[config.mk]
export PLATFORM = sky130hd
export DESIGN_NAME = gpio_irq_flat
export DESIGN_NICKNAME = d
export VERILOG_FILES = /design/src/rtl/gpio_irq_if.sv /design/src/rtl/gpio_irq.sv /design/src/flat_wrapper.sv
export SDC_FILE = /design/constraint.sdc
export NUM_CORES = 1
export LEC_CHECK = 0
export CAP_MARGIN = 20
export CORE_MARGIN = 8
export CORE_UTILIZATION = 55
export CTS_BUF_LIST = sky130_fd_sc_hd__clkbuf_8
export DETAILED_ROUTE_END_ITERATION = 16
export HOLD_SLACK_MARGIN = 0.08
export PLACE_DENSITY_LB_ADDON = 0.3
export SLEW_MARGIN = 20
export SYNTH_ARGS = -nofsm -noshare
export SYNTH_HDL_FRONTEND = slang
export SYNTH_SLANG_ARGS = --single-unit
[constraint.sdc]
create_clock -name clk -period 8.06 [get_ports clk]
set_clock_uncertainty 0.1 [all_clocks]
set_input_delay 2.418 -clock clk [delete_from_list [all_inputs] [get_ports clk]]
set_output_delay 2.418 -clock clk [all_outputs]
set_load 0.005 [all_outputs]
[src/rtl/gpio_irq_if.sv]
// Peripheral-bus and pad-ring bundle for gpio_irq.
// The core/bench side uses master, the peripheral uses slave.
interface gpio_irq_if #(
    parameter int NUM_IO = 16
);
    logic              we;
    logic [31:0]       wraddr;
    logic [31:0]       wdata;
    logic [31:0]       rdata;
    logic [NUM_IO-1:0] gpio_in;
    logic [NUM_IO-1:0] gpio_out;
    logic [NUM_IO-1:0] gpio_oe;
    logic              irq;

    modport master (
        output we, wraddr, wdata, gpio_in,
        input  rdata, gpio_out, gpio_oe, irq
    );

    modport slave (
        input  we, wraddr, wdata, gpio_in,
        output rdata, gpio_out, gpio_oe, irq
    );
endinterface

[src/rtl/gpio_irq.sv]
// NUM_IO-pin GPIO with per-pin mode, atomic set/clear, synchronised inputs
// and per-pin edge interrupts with a write-1-to-clear status register.
module gpio_irq #(
    parameter int NUM_IO      = 16,
    parameter int SYNC_STAGES = 2
) (
    input logic        clk,
    input logic        rst,
    gpio_irq_if.slave  bus
);
    localparam logic [4:0] A_CTRL  = 5'h00;
    localparam logic [4:0] A_DOUT  = 5'h04;
    localparam logic [4:0] A_DIN   = 5'h08;
    localparam logic [4:0] A_SET   = 5'h0C;
    localparam logic [4:0] A_CLR   = 5'h10;
    localparam logic [4:0] A_IEN   = 5'h14;
    localparam logic [4:0] A_ITYPE = 5'h18;
    localparam logic [4:0] A_ISTAT = 5'h1C;

    logic [2*NUM_IO-1:0] ctrl_q, ctrl_d;
    logic [NUM_IO-1:0]   dout_q, dout_d;
    logic [NUM_IO-1:0]   ien_q, ien_d;
    logic [NUM_IO-1:0]   itype_q, itype_d;
    logic [NUM_IO-1:0]   istat_q, istat_d;
    logic [NUM_IO-1:0]   prev_q;
    logic [NUM_IO-1:0]   sync_q [SYNC_STAGES];

    logic [NUM_IO-1:0]   pin_out, pin_in, sync_last, edge_det, wd;
    logic [4:0]          addr;
    logic [31:0]         rdata_c;
    logic                unused_bits;

    assign addr        = bus.wraddr[4:0];
    assign wd          = bus.wdata[NUM_IO-1:0];
    assign sync_last   = sync_q[SYNC_STAGES-1];
    assign unused_bits = ^{bus.wraddr[31:5], bus.wdata};

    // Mode 11 falls through both compares and behaves as high-Z.
    always_comb begin
        pin_out = '0;
        pin_in  = '0;
        for (int i = 0; i < NUM_IO; i++) begin
            pin_out[i] = (ctrl_q[2*i +: 2] == 2'b01);
            pin_in[i]  = (ctrl_q[2*i +: 2] == 2'b10);
        end
    end

    assign edge_det = pin_in & ((~itype_q & sync_last & ~prev_q) |
                                ( itype_q & ~sync_last & prev_q));

    always_comb begin
        ctrl_d  = ctrl_q;
        dout_d  = dout_q;
        ien_d   = ien_q;
        itype_d = itype_q;
        istat_d = istat_q;
        if (bus.we) begin
            case (addr)
                A_CTRL:  ctrl_d  = bus.wdata[2*NUM_IO-1:0];
                A_DOUT:  dout_d  = wd;
                A_SET:   dout_d  = dout_q | wd;
                A_CLR:   dout_d  = dout_q & ~wd;
                A_IEN:   ien_d   = wd;
                A_ITYPE: itype_d = wd;
                A_ISTAT: istat_d = istat_q & ~wd;
                default: ;
            endcase
        end
        // A fresh edge overrides a same-cycle clear.
        istat_d = istat_d | edge_det;
    end

    always_ff @(posedge clk) begin
        if (!rst) begin
            ctrl_q  <= '0;
            dout_q  <= '0;
            ien_q   <= '0;
            itype_q <= '0;
            istat_q <= '0;
            prev_q  <= '0;
            for (int s = 0; s < SYNC_STAGES; s++) sync_q[s] <= '0;
        end else begin
            ctrl_q  <= ctrl_d;
            dout_q  <= dout_d;
            ien_q   <= ien_d;
            itype_q <= itype_d;
            istat_q <= istat_d;
            prev_q  <= sync_last;
            sync_q[0] <= bus.gpio_in;
            for (int s = 1; s < SYNC_STAGES; s++) sync_q[s] <= sync_q[s-1];
        end
    end

    always_comb begin
        rdata_c = '0;
        if (rst) begin
            case (addr)
                A_CTRL:  rdata_c = 32'(ctrl_q);
                A_DOUT:  rdata_c = 32'(dout_q);
                A_DIN:   rdata_c = 32'(sync_last);
                A_IEN:   rdata_c = 32'(ien_q);
                A_ITYPE: rdata_c = 32'(itype_q);
                A_ISTAT: rdata_c = 32'(istat_q);
                default: rdata_c = '0;
            endcase
        end
    end

    assign bus.rdata    = rdata_c;
    assign bus.gpio_out = dout_q;
    assign bus.gpio_oe  = pin_out;
    assign bus.irq      = |(istat_q & ien_q);
endmodule

[src/flat_wrapper.sv]
// flat-port wrapper written by rule: the top's interface ports become plain ports
module gpio_irq_flat 
#(
    parameter int NUM_IO      = 16,
    parameter int SYNC_STAGES = 2
)
  (clk, rst, bus_we, bus_wraddr, bus_wdata, bus_gpio_in, bus_rdata, bus_gpio_out, bus_gpio_oe, bus_irq);
  gpio_irq_if #(.NUM_IO(NUM_IO)) bus_i ();
  input logic clk;
  input logic rst;
  input wire logic [$bits(bus_i.we)-1:0] bus_we;
  input wire logic [$bits(bus_i.wraddr)-1:0] bus_wraddr;
  input wire logic [$bits(bus_i.wdata)-1:0] bus_wdata;
  input wire logic [$bits(bus_i.gpio_in)-1:0] bus_gpio_in;
  output wire logic [$bits(bus_i.rdata)-1:0] bus_rdata;
  output wire logic [$bits(bus_i.gpio_out)-1:0] bus_gpio_out;
  output wire logic [$bits(bus_i.gpio_oe)-1:0] bus_gpio_oe;
  output wire logic [$bits(bus_i.irq)-1:0] bus_irq;
  assign bus_i.we = bus_we;
  assign bus_i.wraddr = bus_wraddr;
  assign bus_i.wdata = bus_wdata;
  assign bus_i.gpio_in = bus_gpio_in;
  assign bus_rdata = bus_i.rdata;
  assign bus_gpio_out = bus_i.gpio_out;
  assign bus_gpio_oe = bus_i.gpio_oe;
  assign bus_irq = bus_i.irq;
  gpio_irq #(.NUM_IO(NUM_IO), .SYNC_STAGES(SYNC_STAGES)) u_core (.clk(clk), .rst(rst), .bus(bus_i));
endmodule
==> flow_metrics.py <==
metrics = {
    "status": {
        "status": "completed",
    },
    "synthesis": {
        "yosysUniqueCellTypes": 40,
        "yosys.area.top_type_share_pct": 44.6,
        "synthArstFlopShare_pct": 0,
        "synth_edf_count": 0,
        "synth_area_mm2": 0.00646,
        "synth_ff_type": "dfxtp_1",
        "yosys-top-cells-count": "144 x dfxtp_1, 115 x nand2_1, 66 x and2_1",
        "synthesis.nets": 830,
        "netlist.top_cell.by_area": "dfxtp_1",
        "synth_seq_cells": 144,
        "syn_area_per_cell_um2": 8.65,
        "yosysMostFrequentCell": "dfxtp_1",
        "synthTopCellsByArea": "dfxtp_1 45%, nand2_1 6.7%, and2_1 6.4%, o21ai_0 5.0%, a21boi_0 4.4%",
        "yosysWarnings": 0,
        "yosysSeqAreaShare_pct": 44.6,
        "synth_cells": 747,
    },
    "cells_and_area": {
        "drive_gt1_share_pct": 5.83,
        "syn_to_final_growth_pct": 26.6,
        "num-nets-final": 928,
        "n_antenna_cell": 0,
    },
    "grt": {
        "overflow": 0,
        "grt_pass1_wl_mm": 31.0,
        "antenna_found_initial": 0,
        "grt_usage_pct": 24.7,
        "grt_max_degree": 180,
        "grt_pass1_vias": 5826,
    },
    "clock_network": {
        "cts_tree": "built",
        "h-tree-depth": 4,
        "cts.repair.resized": 0,
        "cts_setup_buffers": 0,
        "clock-root-buffer": "clkbuf_8",
        "cts_buffers": 17,
        "clkTransAtPathRegs_ps": 80,
        "insertion_delay_ps": 450,
        "cts_hold_buf": 0,
        "cts_sinks": 144,
        "cts_buffer_depth": 2,
    },
    "sta": {
        "report.final.slew_viol_count": 0,
        "tns_ps": 0,
        "slew-limit-headroom_pct": 27.9,
        "fmax_mhz": 131,
        "worst_pin_slew_ps": 1080,
        "setup_viol": 0,
        "timing.final.hold_violations": 0,
        "period_minus_slack_ps": 7620,
        "fin_crit_sh_pct": 94.6,
        "rsz0062_at_grt": "no",
    },
    "floorplanning": {
        "initial_core_util_pct": 56.4,
        "coreArea_mm2": 0.0115,
        "ios": 148,
        "die_x_um": 124,
        "die_y_um": 124,
        "rows": 39,
        "dieArea_mm2": 0.0155,
    },
    "setup_path": {
        "crit_chain": "clkdlybuf4s50_1 > nand4bb_1 > nor2_1 > a221oi_1 > nor2_1 > clkdlybuf4s50_1",
        "required_ps": 5540,
        "cp-end-kind": "output port",
        "path_max_fanout": 8,
        "startpoint_type": "input port",
        "arrival_ps": 5110,
        "cp_slowest_cell": "clkdlybuf4s50_1",
        "path_class": "in2out",
        "cpPeakStageDelay_ps": 730,
    },
    "detailed_routing": {
        "ant_nets": 0,
        "routed_via_density": 5.92,
        "drt_iter0_drc": 587,
        "wl_per_cell_um": 19.3,
        "firstDrtPassIters": 4,
        "drcViolationCount": 0,
        "drt-total-wl_mm": 19.3,
        "vias": 5925,
    },
    "place": {
        "place_congestion": 0.883,
        "hpwl_mm": 13.4,
        "io_buffers": 120,
    },
    "power": {
        "swShare_pct": 23.4,
        "leakagePower_nw": 2.91,
        "net-switching-power_mw": 0.354,
        "seqPwrFrac_pct": 48.6,
        "internal-power_mw": 1.16,
        "power_frac_comb_pct": 6.8,
        "ir_drop_v": 0.000148,
        "cellPowerDensity_mw_per_mm2": 185,
        "power.share.clock_pct": 44.7,
        "p_total_mw": 1.51,
    },
    "run": {
        "cap_violations": 0,
    },
    "worst_hold_path": {
        "hold_class": "reg2reg",
    },
}
## worst max-delay path, delay by kind of cell
kind	cells	cell delay (ps)
buf+inv	2	1270
compound gates	1	140
simple gates	3	1260
## cells in the final DEF, fill, tap and decap left out, drive strengths merged, types with 6 or more instances in the layout
cell type,instances
and2,66
nand2,115
mux2i,28
and3,17
o21ai,64
dfxtp,144
nand3,33
clkbuf,18
o22ai,12
buf,11
clkdlybuf4s50,119
nand2b,16
nand3b,32
a221o,16
nor2b,35
a221oi,17
a21boi,48
a22oi,6
nor2,20
## sequential cells by signal, indices dropped and copies added (netlist names)
| signal | count |
|---|---|
| u_core.ctrl_q | 32 |
| u_core.ien_q | 16 |
| u_core.bus.gpio_out | 16 |
| u_core.prev_q | 16 |
| u_core.sync_q | 32 |
| u_core.itype_q | 16 |
| u_core.istat_q | 16 |
## cell families after synthesis
family | after synthesis | share of synthesized area, %
and+or+nand+nor | 346 | 28.8
AOI/OAI and AO/OA | 176 | 18.7
DFF | 144 | 44.6
buffers and inverters | 52 | 3.45
muxes | 29 | 4.51
## metrics by stage
step                      std cells  worst slack (ps)  hold slack, ps  util, %  area [µm²]
after floorplan                 747              1850             312        -        6460
after global placement          968               507             314     67.2        7700
after detailed placement        968               523             317     67.2        7700
after CTS                      1000               500             336     71.3        8180
after global routing           1001               348             353     71.4        8190
final                          1001               436             337     71.4        8190
## path summary, 6_finish.rpt
check	startpoint	end	slack, ps	depth (start not counted)
worst max register to register	u_core.sync_q[0][29]	u_core.istat_q[13]	6810	4
worst min register to register	u_core.sync_q[0][2]	u_core.sync_q[0][18]	340	1
worst max-delay path	bus_wraddr[4]	bus_rdata[10]	440	6
worst min-delay path	u_core.sync_q[0][2]	u_core.sync_q[0][18]	340	1
## metal layers
layer / part of all wire (%) / track usage [%] / vias to the layer above
met5: 0 / 0 / -
met2: 45 / 38.2 / 239
li1: - / - / 2812
met4: 2.4 / 11.3 / 0
met1: 44 / 31.0 / 2840
met3: 7.9 / 7.32 / 34
## layout make-up
type / instances / area [µm²]
Clock buffer: 18 / 248
Fill cell: 877 / 3280
Sequential cell: 144 / 2880
Multi-Input combinational cell: 551 / 3360
Inverter: 1 / 3.75
Timing Repair Buffer: 130 / 1290
Clock inverter: 14 / 226
Tap cell: 143 / 179
## power groups by stage
stage,logic [mW],clock network [mW],registers (mW)
after floorplan,0.0498,0,0.746
after global placement,0.0979,0,0.749
after detailed placement,0.100,0,0.750
after CTS,0.101,0.683,0.733
after global routing,0.110,0.714,0.735
final,0.102,0.675,0.733
Note: power is estimated with default switching activity, not from simulation.
